$ cat src/rtl/mcdt_demux.sv
// mcdt_demux: routes the merged MCDT stream by channel id into three
// first-word-fall-through FIFOs with valid/ready outputs.
// Ports:
//   clk, rstn                  clock (rising edge); asynchronous active-high reset
//   in_data/in_val/in_id       merged upstream word, valid and channel id (3 = illegal)
//   chN_data_o/chN_valid_o     head-of-FIFO word and not-empty flag
//   chN_ready_i                consumer accepts the head word
//   chN_count_o                FIFO occupancy 0..DEPTH
//   chN_ovf_o/chN_drop_cnt_o   dropped-word pulse and saturating drop count
//   id_err_o                   pulse for a valid word carrying id 3
//   chN_rcv_cnt_o              saturating accepted-word count; built only when the
//                              MCDT_DEMUX_STATS_EN macro is defined, otherwise 0
module mcdt_demux #(
   parameter int DATA_W = 32,
   parameter int DEPTH  = 32,
   parameter int CNT_W  = $clog2(DEPTH) + 1
) (
   input  logic              clk,
   input  logic              rstn,
   input  logic [DATA_W-1:0] in_data,
   input  logic              in_val,
   input  logic [1:0]        in_id,
   output logic [DATA_W-1:0] ch0_data_o,
   output logic              ch0_valid_o,
   input  logic              ch0_ready_i,
   output logic [CNT_W-1:0]  ch0_count_o,
   output logic              ch0_ovf_o,
   output logic [15:0]       ch0_drop_cnt_o,
   output logic [15:0]       ch0_rcv_cnt_o,
   output logic [DATA_W-1:0] ch1_data_o,
   output logic              ch1_valid_o,
   input  logic              ch1_ready_i,
   output logic [CNT_W-1:0]  ch1_count_o,
   output logic              ch1_ovf_o,
   output logic [15:0]       ch1_drop_cnt_o,
   output logic [15:0]       ch1_rcv_cnt_o,
   output logic [DATA_W-1:0] ch2_data_o,
   output logic              ch2_valid_o,
   input  logic              ch2_ready_i,
   output logic [CNT_W-1:0]  ch2_count_o,
   output logic              ch2_ovf_o,
   output logic [15:0]       ch2_drop_cnt_o,
   output logic [15:0]       ch2_rcv_cnt_o,
   output logic              id_err_o
);
   localparam int PW = $clog2(DEPTH);
   localparam logic [CNT_W-1:0] L_FULL = CNT_W'(DEPTH);
   logic [2:0]              w_rdy;
   logic [2:0][DATA_W-1:0]  w_data;
   logic [2:0][CNT_W-1:0]   w_cnt;
   logic [2:0][15:0]        w_drop_cnt;
   logic [2:0][15:0]        w_rcv_cnt;
   logic [2:0]              w_ovf;
   logic                    r_err;
   assign w_rdy = {ch2_ready_i, ch1_ready_i, ch0_ready_i};
   always_ff @(posedge clk or posedge rstn)
      if (rstn) r_err <= 1'b0;
      else      r_err <= in_val && in_id == 2'd3;
   for (genvar g = 0; g < 3; g++) begin : g_ch
      logic [DATA_W-1:0] r_mem [DEPTH];
      logic [DATA_W-1:0] r_dout;
      logic [PW-1:0]     r_rd, r_wr, w_rd_nxt;
      logic [CNT_W-1:0]  r_cnt, w_cnt_nxt;
      logic [15:0]       r_drop;
      logic              r_ovf, w_hit, w_pop, w_push;
      // A full FIFO still accepts a word when its head leaves in the same cycle.
      always_comb begin
         w_hit     = in_val && in_id == 2'(g);
         w_pop     = r_cnt != '0 && w_rdy[g];
         w_push    = w_hit && (r_cnt != L_FULL || w_pop);
         w_rd_nxt  = w_pop ? r_rd + PW'(1) : r_rd;
         w_cnt_nxt = r_cnt + CNT_W'(w_push) - CNT_W'(w_pop);
      end
      always_ff @(posedge clk)
         if (w_push) r_mem[r_wr] <= in_data;
      // The head register is loaded with the word that will be at the head after
      // this edge; when that slot is the one being written, bypass from in_data.
      // It keeps its value once the FIFO empties.
      always_ff @(posedge clk or posedge rstn)
         if (rstn) begin
            r_rd   <= '0;
            r_wr   <= '0;
            r_cnt  <= '0;
            r_drop <= '0;
            r_ovf  <= 1'b0;
            r_dout <= '0;
         end else begin
            r_rd  <= w_rd_nxt;
            r_wr  <= w_push ? r_wr + PW'(1) : r_wr;
            r_cnt <= w_cnt_nxt;
            r_ovf <= w_hit && !w_push;
            if (w_hit && !w_push && r_drop != 16'hFFFF) r_drop <= r_drop + 16'd1;
            if (w_cnt_nxt != '0) r_dout <= (w_push && w_rd_nxt == r_wr) ? in_data : r_mem[w_rd_nxt];
         end
`ifdef MCDT_DEMUX_STATS_EN
      logic [15:0] r_rcv;
      always_ff @(posedge clk or posedge rstn)
         if (rstn) r_rcv <= '0;
         else if (w_push && r_rcv != 16'hFFFF) r_rcv <= r_rcv + 16'd1;
      assign w_rcv_cnt[g] = r_rcv;
`else
      assign w_rcv_cnt[g] = '0;
`endif
      assign w_data[g]     = r_dout;
      assign w_cnt[g]      = r_cnt;
      assign w_drop_cnt[g] = r_drop;
      assign w_ovf[g]      = r_ovf;
   end
   assign ch0_data_o     = w_data[0];
   assign ch1_data_o     = w_data[1];
   assign ch2_data_o     = w_data[2];
   assign ch0_count_o    = w_cnt[0];
   assign ch1_count_o    = w_cnt[1];
   assign ch2_count_o    = w_cnt[2];
   assign ch0_valid_o    = w_cnt[0] != '0;
   assign ch1_valid_o    = w_cnt[1] != '0;
   assign ch2_valid_o    = w_cnt[2] != '0;
   assign ch0_ovf_o      = w_ovf[0];
   assign ch1_ovf_o      = w_ovf[1];
   assign ch2_ovf_o      = w_ovf[2];
   assign ch0_drop_cnt_o = w_drop_cnt[0];
   assign ch1_drop_cnt_o = w_drop_cnt[1];
   assign ch2_drop_cnt_o = w_drop_cnt[2];
   assign ch0_rcv_cnt_o  = w_rcv_cnt[0];
   assign ch1_rcv_cnt_o  = w_rcv_cnt[1];
   assign ch2_rcv_cnt_o  = w_rcv_cnt[2];
   assign id_err_o       = r_err;
endmodule

$ cat config.mk
export PLATFORM = sky130hd
export DESIGN_NAME = mcdt_demux
export DESIGN_NICKNAME = d
export VERILOG_FILES = /design/src/rtl/mcdt_demux.sv
export SDC_FILE = /design/constraint.sdc
export NUM_CORES = 2
export LEC_CHECK = 0
export CAP_MARGIN = 20
export CORE_MARGIN = 2
export CORE_UTILIZATION = 40
export DETAILED_ROUTE_END_ITERATION = 8
export PLACE_DENSITY_LB_ADDON = 0.12
export SYNTH_ARGS = -nofsm -noshare
export SYNTH_HDL_FRONTEND = slang
export SYNTH_SLANG_ARGS = --single-unit
$ cat constraint.sdc
create_clock -name clk -period 7.7 [get_ports clk]
set_input_delay 1.54 -clock clk [delete_from_list [all_inputs] [get_ports clk]]
set_output_delay 1.54 -clock clk [all_outputs]
set_load 0.02 [all_outputs]
==> results.sh <==
export IMPL_tns_ps=0
export IMPL_path_clk_slew_ps=60
export IMPL_power_w=0.0667
export IMPL_vias=97100
export IMPL_grt_start_max_net_pins=138
export IMPL_drive_above_1_share=0.163
export IMPL_fin_skew_ps=65.9
export IMPL_synthMuxAreaShare=0.180
export IMPL_p_per_area_nw_per_um2=386
export IMPL_core_area_um2=379000
export IMPL_finalMaxSlewViolations=0
export IMPL_yosys_warnings=0
export IMPL_ir_drop_uv=572
export IMPL_endpoint="ch2_data_o[9]"
export IMPL_synthXorXnorAreaFrac=0.00527
export IMPL_rows=226
export IMPL_h_tree_depth=5
export IMPL_fmax_mhz=185
export IMPL_layout_nets=10400
export IMPL_clk_latency_ps=970
export IMPL_path_class="flop to flop"
export IMPL_synthAdderAreaFrac=0.00384
export IMPL_cts_hold_buf=0
export IMPL_cap_violations=0
export IMPL_start_kind="flop"
export IMPL_async_flop_share=0.0600
export IMPL_drt_initial_drc_count=9675
export IMPL_cp_depth=12
export IMPL_worst_pin_slew_ps=1270
export IMPL_dieArea_um2=386000
export IMPL_avgViaCountPerCell=6.19
export IMPL_grt_first_pass_wirelength_mm=703
export IMPL_synth_seq_area_share=0.638
export IMPL_r2r_slack_ps=2290
export IMPL_yosys_register_bits=3268
export IMPL_first_global_vias=97000
export IMPL_r2r_start="ch2_count_o[2]"
export IMPL_overflow=0
export IMPL_grt_usage=0.247
export IMPL_setup_viol=0
export IMPL_crit_family="buffers and inverters"
export IMPL_dieWidth_um=621
export IMPL_start_util=0.402
export IMPL_synthSimpleGateAreaFrac=0.0474
export IMPL_syn_avg_cell_area_um2=14.8
export IMPL_required_ps=8500
export IMPL_p_sw_w=0.0256
export IMPL_port_buffer_count=208
export IMPL_detail_route_antenna_nets=0
export IMPL_cts_repair_resize_count=0
export IMPL_startpoint="ch2_count_o[2]"
export IMPL_period_share=0.703
export IMPL_p_int_w=0.0411
export IMPL_synth_area_um2=152000
export IMPL_max_stage_delay_ps=890
export IMPL_ios=257
export IMPL_clock_sinks=3268
export IMPL_clock_power_share=0.262
export IMPL_place_gp_congestion=0.843
export IMPL_arrival_ps=6210
export IMPL_syn2layout_area_growth_pct=13.4
export IMPL_combinationalPowerShare=0.420
export IMPL_hold_path_class="flop to flop"
export IMPL_wl_per_cell_um=31.4
export IMPL_drc=0
export IMPL_wirelength_mm=492
export IMPL_path_max_fanout=52
export IMPL_finalHoldViolCount=0
export IMPL_fin_crit_ps=5410
export IMPL_leakage_nw=57.9
export IMPL_yosysUniqueCellTypes=82
export IMPL_cts_buffer_depth=4
export IMPL_synth_edf_count=3072
export IMPL_worst_path_buf_inv=4
export IMPL_status="complete, no violations"
export IMPL_crit_path_end_kind="flop"
export IMPL_p_sw_frac=0.384
export IMPL_cpMaxStageDelayCell="o32ai_1"
export IMPL_regToRegEndpoint="ch2_data_o[9]"
export IMPL_synthCells=10300
export IMPL_root_buffer="clkbuf_16"
export IMPL_numCtsBuffers=371
export IMPL_seqPwrFrac=0.318
export IMPL_antenna_found_initial=32
export IMPL_critPathMostFrequentCell="buf_4"
export IMPL_r2r_worst_path_cells=12
export IMPL_setup_ws_ps=2290
export IMPL_slew_limit_headroom=0.128
export IMPL_hpwlAfterDp_mm=281
export IMPL_cts_setup_buffers=0
export IMPL_die_h_um=621
export IMPL_cts_tree="done"
export IMPL_dpl_worst_slack_ps=1640
export IMPL_dr_pass1_iters=6
export IMPL_synth_compound_area_frac=0.0959
export IMPL_synth_top_family_by_area="multiplexers"
export IMPL_rsz0062_at_grt="false"
export IMPL_crit_chain="inv_1, ha_1, nor4bb_4, inv_4, nand2_8, buf_4, buf_4, a21boi_0, o221ai_1, o22ai_1, o32ai_1, o31ai_1"
export IMPL_synthFlopType="edfxtp_1"
==> power groups by stage <==
| stage | Sequential (W) | Clock [W] | Combinational, W |
|---|---|---|---|
| floorplan | 0.0212 | 0 | 0.0184 |
| global placement | 0.0216 | 0 | 0.0275 |
| detailed placement | 0.0216 | 0 | 0.0278 |
| CTS | 0.0212 | 0.0177 | 0.0279 |
| global route | 0.0213 | 0.0184 | 0.0295 |
| finish | 0.0212 | 0.0174 | 0.0280 |
==> cells in the mapped netlist (all sizes together) (5+ instances only) <==
cell,instances,share of area
edfxtp,3072,0.61
mux2i,1545,0.10
o22ai,706,0.029
clkbuf,563,0.014
nor2,504,0.012
mux4,356,0.053
mux2,351,0.026
buf,340,0.012
nand2,338,0.0084
o221ai,304,0.017
a21oi,209,0.0069
dfrtp,196,0.032
o21ai,179,0.0059
inv,152,0.0037
nor3,142,0.0047
nand3,132,0.0043
o32ai,123,0.0071
nand4,105,0.0043
nor2b,102,0.0042
a2111oi,97,0.0057
a211oi,97,0.0048
o31ai,95,0.0047
a21boi,93,0.0046
nor4b,65,0.0037
xnor2,58,0.0033
ha,42,0.0034
nand2b,39,0.0016
a31oi,37,0.0015
a221oi,32,0.0018
a221o,30,0.0020
a32oi,30,0.0017
xor2,26,0.0015
and3,17,0.00070
a21o,12,0.00059
or3,11,0.00045
and2,9,0.00037
nand3b,8,0.00039
o211ai,7,0.00034
and4,6,0.00034
nor4,6,0.00025
o31a,5,0.00029
or3b,5,0.00029
==> sequential cells by signal (all words and copies together) (netlist names), 6 cells and up <==
name / cells
ch1_data_o: 32
g_ch.r_rd: 15
ch1_drop_cnt_o: 16
ch2_count_o: 6
ch2_drop_cnt_o: 16
g_ch.r_wr: 15
ch0_data_o: 32
g_ch.r_mem: 3072
ch2_data_o: 32
ch1_count_o: 6
ch0_drop_cnt_o: 16
ch0_count_o: 6
==> layout by cell type (no fill, tap or decap), types with 97 or more instances in the layout <==
cell type / instances
mux2_2: 350
a211oi_1: 97
mux2i_1: 1545
nor2_1: 406
mux4_2: 356
inv_1: 147
edfxtp_1: 3072
dfrtp_1: 190
nor3_1: 140
clkdlybuf4s50_1: 175
o32ai_1: 119
buf_4: 275
nor2b_1: 102
o22ai_1: 706
nand4_1: 105
nor2_4: 98
o221ai_1: 304
a21oi_1: 206
clkbuf_16: 375
o21ai_0: 175
nand3_1: 131
nand2_1: 330
==> how the worst min path moves through the flow <==
stage	start	to	slack (ps)	depth (start not counted)
2_1_floorplan	g_ch[0].r_rd[3]	g_ch[0].r_rd[3]	580	1
3_3_place_gp	ch1_drop_cnt_o[10]	ch1_drop_cnt_o[10]	480	1
3_5_place_dp	ch0_drop_cnt_o[3]	ch0_drop_cnt_o[3]	490	1
4_1_cts	ch1_drop_cnt_o[10]	ch1_drop_cnt_o[10]	500	1
5_1_grt	ch0_drop_cnt_o[14]	ch0_drop_cnt_o[14]	510	1
6_report	ch1_drop_cnt_o[10]	ch1_drop_cnt_o[10]	490	1
==> metrics by stage <==
stage | util | instance area (µm²) | instances | hold slack, ps
6_report | 0.456 | 173000 | 15700 | 494
5_1_grt | 0.456 | 173000 | 15700 | 515
4_1_cts | 0.455 | 173000 | 15600 | 498
3_5_place_dp | 0.424 | 161000 | 15000 | 487
3_3_place_gp | 0.424 | 161000 | 14900 | 477
2_1_floorplan | - | 153000 | 10300 | 584
==> per-layer routing <==
| layer | up-vias | global-route usage | part of all wire |
|---|---|---|---|
| li1 | 41700 | - | - |
| met1 | 50800 | 0.337 | 0.42 |
| met2 | 3874 | 0.402 | 0.47 |
| met3 | 750 | 0.0371 | 0.068 |
| met4 | 10 | 0.0848 | 0.036 |
| met5 | - | 0 | 0.00012 |
==> layout make-up <==
type | count | area, µm²
clock inverters | 206 | 2000
well taps | 5016 | 6280
diodes | 33 | 82.6
clock buffers | 474 | 9800
inverters | 152 | 581
flip-flops and latches | 3268 | 97200
repair buffers | 511 | 4870
multi-input cells | 6019 | 51900
fillers | 32900 | 206000
==> worst register-to-register path, cell delays in order, from the launching register on <==
cell	delay, ps
dfrtp_1	420
inv_1	100
ha_1	190
nor4bb_4	850
inv_4	460
nand2_8	440
buf_4	610
buf_4	690
a21boi_0	220
o221ai_1	110
o22ai_1	150
o32ai_1	890
o31ai_1	160
==> kinds of logic after synthesis <==
kind of cell	count (synthesis)
XOR/XNOR	87
AND/OR/NAND/NOR	1505
adder cells (fa/ha/maj)	45
other	1
flip-flops	3268
buffers and inverters	1055
multiplexers	2252
AO/OA/AOI/OAI	2082
No activity file was read; power rests on OpenSTA's default activity.
